==> config.mk <==
export PLATFORM = sky130hd
export DESIGN_NAME = gs232c_bpred_redirect
export DESIGN_NICKNAME = d
export VERILOG_FILES = /design/src/rtl/gs232c_bpred_redirect.sv
export SDC_FILE = /design/constraint.sdc
export NUM_CORES = 1
export LEC_CHECK = 0
export ABC_AREA = 1
export CAP_MARGIN = 40
export CORE_MARGIN = 2
export CORE_UTILIZATION = 35
export DETAILED_ROUTE_END_ITERATION = 8
export SYNTH_ARGS = -nofsm -noshare
export SYNTH_HDL_FRONTEND = slang
export SYNTH_SLANG_ARGS = --single-unit
==> constraint.sdc <==
create_clock -name clock -period 19 [get_ports clock]
set_clock_uncertainty 0.2 [all_clocks]
set_input_delay 1.9 -clock clock [delete_from_list [all_inputs] [get_ports clock]]
set_output_delay 1.9 -clock clock [all_outputs]
set_load 0.03 [all_outputs]
==> src/rtl/gs232c_bpred_redirect.sv <==
// Early-redirect stage after predecode: computes direct B/BL targets,
// predicts returns from a circular RAS, pulses a one-cycle redirect to fetch
// and hands the word to decode through a one-entry valid/ready register.
module gs232c_bpred_redirect #(
  parameter int unsigned RAS_DEPTH = 8,
  parameter int unsigned RAS_PW    = 3
) (
  input  logic        clock,
  input  logic        reset,
  input  logic        flush,
  input  logic        ras_clear,
  input  logic        in_valid,
  output logic        in_ready,
  input  logic [31:0] in_pc,
  input  logic [31:0] in_inst,
  input  logic        in_bl_b,
  input  logic        in_link,
  input  logic        in_jrra,
  input  logic [25:0] in_offs,
  output logic        out_valid,
  input  logic        out_ready,
  output logic [31:0] out_pc,
  output logic [31:0] out_inst,
  output logic        out_taken,
  output logic [31:0] out_target,
  output logic        redirect_valid,
  output logic [31:0] redirect_pc
);

  localparam logic [RAS_PW-1:0] PTR_ONE  = RAS_PW'(1);
  localparam logic [RAS_PW:0]   CNT_ONE  = (RAS_PW+1)'(1);
  localparam logic [RAS_PW:0]   CNT_FULL = (RAS_PW+1)'(RAS_DEPTH);

  logic        out_valid_q, out_valid_d;
  logic [31:0] out_pc_q, out_pc_d;
  logic [31:0] out_inst_q, out_inst_d;
  logic        out_taken_q, out_taken_d;
  logic [31:0] out_target_q, out_target_d;
  logic        redirect_valid_q, redirect_valid_d;
  logic [31:0] redirect_pc_q, redirect_pc_d;

  logic [31:0]       ras_q [RAS_DEPTH];
  logic [31:0]       ras_d [RAS_DEPTH];
  logic [RAS_PW-1:0] ptr_q, ptr_d;
  logic [RAS_PW:0]   cnt_q, cnt_d;

  logic              accept;
  logic              taken;
  logic [31:0]       direct;
  logic [31:0]       link_addr;
  logic [31:0]       target;
  logic              pop;
  logic              push;
  logic [RAS_PW-1:0] ptr_mid;
  logic [RAS_PW:0]   cnt_mid;

  assign in_ready = (!out_valid_q || out_ready) && !redirect_valid_q;

  // Accept decision and target prediction for the incoming word
  always_comb begin
    accept    = in_valid && in_ready && !flush;
    direct    = in_pc + {{4{in_offs[25]}}, in_offs, 2'b00};
    link_addr = in_pc + 32'd4;
    taken     = 1'b0;
    target    = '0;
    if (in_bl_b) begin
      taken  = 1'b1;
      target = direct;
    end else if (in_jrra && (cnt_q != '0)) begin
      taken  = 1'b1;
      target = ras_q[ptr_q - PTR_ONE];
    end
  end

  // RAS next state: clear wins; otherwise pop first, then push on the popped pointer
  always_comb begin
    ras_d   = ras_q;
    pop     = accept && in_jrra && (cnt_q != '0);
    push    = accept && in_link;
    ptr_mid = pop ? (ptr_q - PTR_ONE) : ptr_q;
    cnt_mid = pop ? (cnt_q - CNT_ONE) : cnt_q;
    ptr_d   = ptr_mid;
    cnt_d   = cnt_mid;
    if (ras_clear) begin
      ptr_d = '0;
      cnt_d = '0;
    end else if (push) begin
      ras_d[ptr_mid] = link_addr;
      ptr_d          = ptr_mid + PTR_ONE;
      if (cnt_mid != CNT_FULL) cnt_d = cnt_mid + CNT_ONE;
    end
  end

  // Output register and redirect pulse next state
  always_comb begin
    out_valid_d      = out_valid_q;
    out_pc_d         = out_pc_q;
    out_inst_d       = out_inst_q;
    out_taken_d      = out_taken_q;
    out_target_d     = out_target_q;
    redirect_pc_d    = redirect_pc_q;
    redirect_valid_d = accept && taken;
    if (accept) begin
      out_valid_d  = 1'b1;
      out_pc_d     = in_pc;
      out_inst_d   = in_inst;
      out_taken_d  = taken;
      out_target_d = target;
      if (taken) redirect_pc_d = target;
    end else if (out_valid_q && out_ready) begin
      out_valid_d = 1'b0;
    end
    if (flush) begin
      out_valid_d      = 1'b0;
      redirect_valid_d = 1'b0;
    end
  end

  // State registers with asynchronous reset
  always_ff @(posedge clock or posedge reset) begin
    if (reset) begin
      out_valid_q      <= 1'b0;
      out_pc_q         <= '0;
      out_inst_q       <= '0;
      out_taken_q      <= 1'b0;
      out_target_q     <= '0;
      redirect_valid_q <= 1'b0;
      redirect_pc_q    <= '0;
      ptr_q            <= '0;
      cnt_q            <= '0;
      for (int unsigned i = 0; i < RAS_DEPTH; i++) ras_q[i] <= '0;
    end else begin
      out_valid_q      <= out_valid_d;
      out_pc_q         <= out_pc_d;
      out_inst_q       <= out_inst_d;
      out_taken_q      <= out_taken_d;
      out_target_q     <= out_target_d;
      redirect_valid_q <= redirect_valid_d;
      redirect_pc_q    <= redirect_pc_d;
      ptr_q            <= ptr_d;
      cnt_q            <= cnt_d;
      ras_q            <= ras_d;
    end
  end

  assign out_valid      = out_valid_q;
  assign out_pc         = out_pc_q;
  assign out_inst       = out_inst_q;
  assign out_taken      = out_taken_q;
  assign out_target     = out_target_q;
  assign redirect_valid = redirect_valid_q;
  assign redirect_pc    = redirect_pc_q;

endmodule

==> results.cfg <==
[synthesis]
ys_warn_count = 0
ys_seq_area_share_pct = 50.1
syn_area_per_cell_um2 = 7.76
synth_area_um2 = 19700
ys_ff_latch = 394
syn_nets = 2668
syn_inst = 2534
synth_cell_types = 37

[setup_path]
reg2reg_depth = 11
crit_start = out_ready
path_common_cell = clkdlybuf4s50_1
crit_end = in_ready
critPathMaxFanout = 2
rrSetupSlack_ns = 14.66
r2r_start = ptr_q[0]$_DFF_PP0_
crit_chain = clkdlybuf4s50_1, inv_2, a21oi_4, clkdlybuf4s50_1
cpPeakStageDelay_ns = 0.71
arrival_ns = 3.28
end_kind = output pin
path_class = primary input to output pin
r2r-end = ras_q[177]$_DFFE_PP0P_
cp_slowest_cell = clkdlybuf4s50_1
start_kind = primary input
crit_required_ns = 16.90

[cts]
cts_resized = 0
cts_root_buf = clkbuf_16
cts_buffers = 43
cts_tree = yes
cts_setup_buffers = 0
clk_pin_slew_ns = 0.06
hold_buffers = 0
clock-sinks = 394
clk_path_buf_depth = 3
clk_latency_ns = 0.58
htree_levels = 2

[sta]
worst_pin_slew_ns = 1.11
hold_viol = 0
rsz0062_at_grt = false
setup_viol = 0
drv_slew = 0
min_period_ns = 5.38
max_freq_mhz = 186
slew_headroom_pct = 25.9
fin_setup_tns_ns = 0
post-route-period-util_pct = 28.3

[final_layout]
drive_above_1_share_pct = 4.97
final_core_util_pct = 43.6
design_area_um2 = 24100
antenna_cells = 0
fill_cells = 5511
fin_nets = 2841
area_growth_pct = 22.7

[placement]
port_buffers = 230
place_area_um2 = 22700
gp_congestion = 0.969
dpl.hpwl_um = 44600

[detailed_routing]
wl_met2_um = 29500
wl_met3_um = 4100
top_layer = met5
drt_iter0_drc = 1549
wl_per_cell_um = 18.3
via_per_inst = 5.09
drc = 0
wl_met1_um = 28500
vias = 17700
ant_nets = 0
dr.pass1.iters = 5
totalWireLength_um = 63700

[global_routing]
grt_start_max_net_pins = 185
grt_first_pass_wirelength_um = 98800
grt_overflow_total = 0
grtUsageTotal_pct = 22.0
antenna_found_initial = 2
grt_pass1_vias = 17300

[outcome]
outcome = finished, final reports clean

[floorplanning]
fp.dieH_um = 241
io-pin-count = 231
rows = 86
dieWidth_um = 241
initial_utilization_pct = 35.6
core-area_um2 = 55300
die_area_um2 = 58100

[power_and_ir_drop]
static-leakage-power_nw = 11.7
powerDensity_nw_per_um2 = 98.5
ir_worst_vdd_v = 0.0000555

[run]
maxCapViolCount = 0

[worst_hold_path]
hp-start = ras_q[17]$_DFFE_PP0P_
min_path_type = flip-flop to flip-flop
## critical path, delay by kind of cell
| family | cells | cell delay, ns |
|---|---|---|
| AOI/OAI and AO/OA | 1 | 0.14 |
| buffers and inverters | 3 | 1.23 |
## worst min-delay path by stage
stage	cells past startpoint	to	slack, ns
6_report	2	ras_q[17]$_DFFE_PP0P_	0.27
5_1_grt	2	ras_q[31]$_DFFE_PP0P_	0.29
4_1_cts	2	ras_q[31]$_DFFE_PP0P_	0.27
3_5_place_dp	2	ras_q[31]$_DFFE_PP0P_	0.26
3_3_place_gp	2	ras_q[31]$_DFFE_PP0P_	0.25
2_1_floorplan	2	ras_q[159]$_DFFE_PP0P_	0.24
## placed cells by master (no fill, tap or decap), drive strengths merged, types with 12 or more instances in the layout
| cell | n |
|---|---|
| clkbuf | 63 |
| clkdlybuf4s50 | 230 |
| o21ai | 415 |
| nor2 | 189 |
| o221ai | 31 |
| a21oi | 43 |
| buf | 24 |
| nand4 | 12 |
| ha | 34 |
| dfrtp | 394 |
| xor2 | 31 |
| nor3 | 12 |
| o211ai | 31 |
| o22ai | 20 |
| inv | 208 |
| nand3 | 63 |
| nand2 | 903 |
## through the flow
step / setup slack, ns / total power [W] / hold WS (ns) / std cells
floorplan: 5.95 / 0.00133 / 0.237 / 2534
global placement: 13.39 / 0.00155 / 0.250 / 3399
detailed placement: 13.49 / 0.00157 / 0.256 / 3410
CTS: 13.62 / 0.00240 / 0.271 / 3484
global route: 13.57 / 0.00250 / 0.288 / 3484
finish: 13.62 / 0.00238 / 0.273 / 3484
## cell usage after synthesis
| cell type | number | area share, % |
|---|---|---|
| a21o_1 | 1 | 0.038 |
| a21oi_1 | 42 | 1.1 |
| a21oi_4 | 1 | 0.083 |
| and2_1 | 3 | 0.095 |
| buf_1 | 5 | 0.095 |
| buf_2 | 27 | 0.69 |
| buf_4 | 1 | 0.038 |
| buf_6 | 6 | 0.34 |
| clkbuf_1 | 87 | 1.7 |
| clkinv_1 | 1 | 0.019 |
| dfrtp_1 | 394 | 50 |
| fa_1 | 1 | 0.10 |
| ha_1 | 34 | 2.2 |
| inv_1 | 187 | 3.6 |
| inv_2 | 16 | 0.31 |
| inv_4 | 2 | 0.064 |
| nand2_1 | 899 | 17 |
| nand2_2 | 4 | 0.13 |
| nand3_1 | 63 | 1.6 |
| nand3b_1 | 4 | 0.15 |
| nand4_1 | 12 | 0.38 |
| nor2_1 | 181 | 3.5 |
| nor2_2 | 1 | 0.032 |
| nor2_4 | 6 | 0.34 |
| nor2_8 | 1 | 0.10 |
| nor3_1 | 12 | 0.31 |
| nor4_1 | 8 | 0.25 |
| o211ai_1 | 31 | 1.2 |
| o21ai_0 | 298 | 7.6 |
| o21ai_1 | 109 | 2.8 |
| o21ai_2 | 7 | 0.31 |
| o21ai_4 | 1 | 0.083 |
| o21bai_1 | 3 | 0.11 |
| o221ai_1 | 31 | 1.4 |
| o22ai_1 | 20 | 0.64 |
| xnor2_1 | 4 | 0.18 |
| xor2_1 | 31 | 1.4 |
## kinds of logic after synthesis
family	Yosys count	synth area share, %
compound gates	544	15.3
fa+ha+maj	35	2.26
simple gates	1194	24.0
buf+inv	332	6.78
flops	394	50.1
xor+xnor	35	1.56
## per-layer routing
| metal | vias to the layer above | track usage (%) |
|---|---|---|
| met2 | 535 | 36.1 |
| met3 | 99 | 3.41 |
| met5 | - | 0 |
| met1 | 8543 | 29.9 |
| met4 | 4 | 6.47 |
| li1 | 8543 | - |
## registers in the layout (all words and copies together), names as in the netlist, 3 cells and up
register	count
cnt_q	4
out_target	32
ras_q	256
ptr_q	3
redirect_pc	32
out_inst	32
out_pc	32
## layout make-up
type / count / area, um2 / share of cell area (%)
Sequential cell: 394 / 9860 / 40.9
Clock inverter: 11 / 133 / 0.550
Timing Repair Buffer: 254 / 2650 / 11.0
Multi-Input combinational cell: 1808 / 8510 / 35.3
Clock buffer: 63 / 1250 / 5.19
Tap cell: 748 / 936 / 3.88
Inverter: 206 / 786 / 3.26
## power breakdown
group	internal (W)	switching, W	total, W
Clock	0.000485	0.000340	0.000824
Combinational	0.000203	0.000352	0.000555
Sequential	0.000939	0.0000576	0.000997
Total	0.00163	0.000749	0.00238
Note: power is estimated with default switching activity, not from simulation.
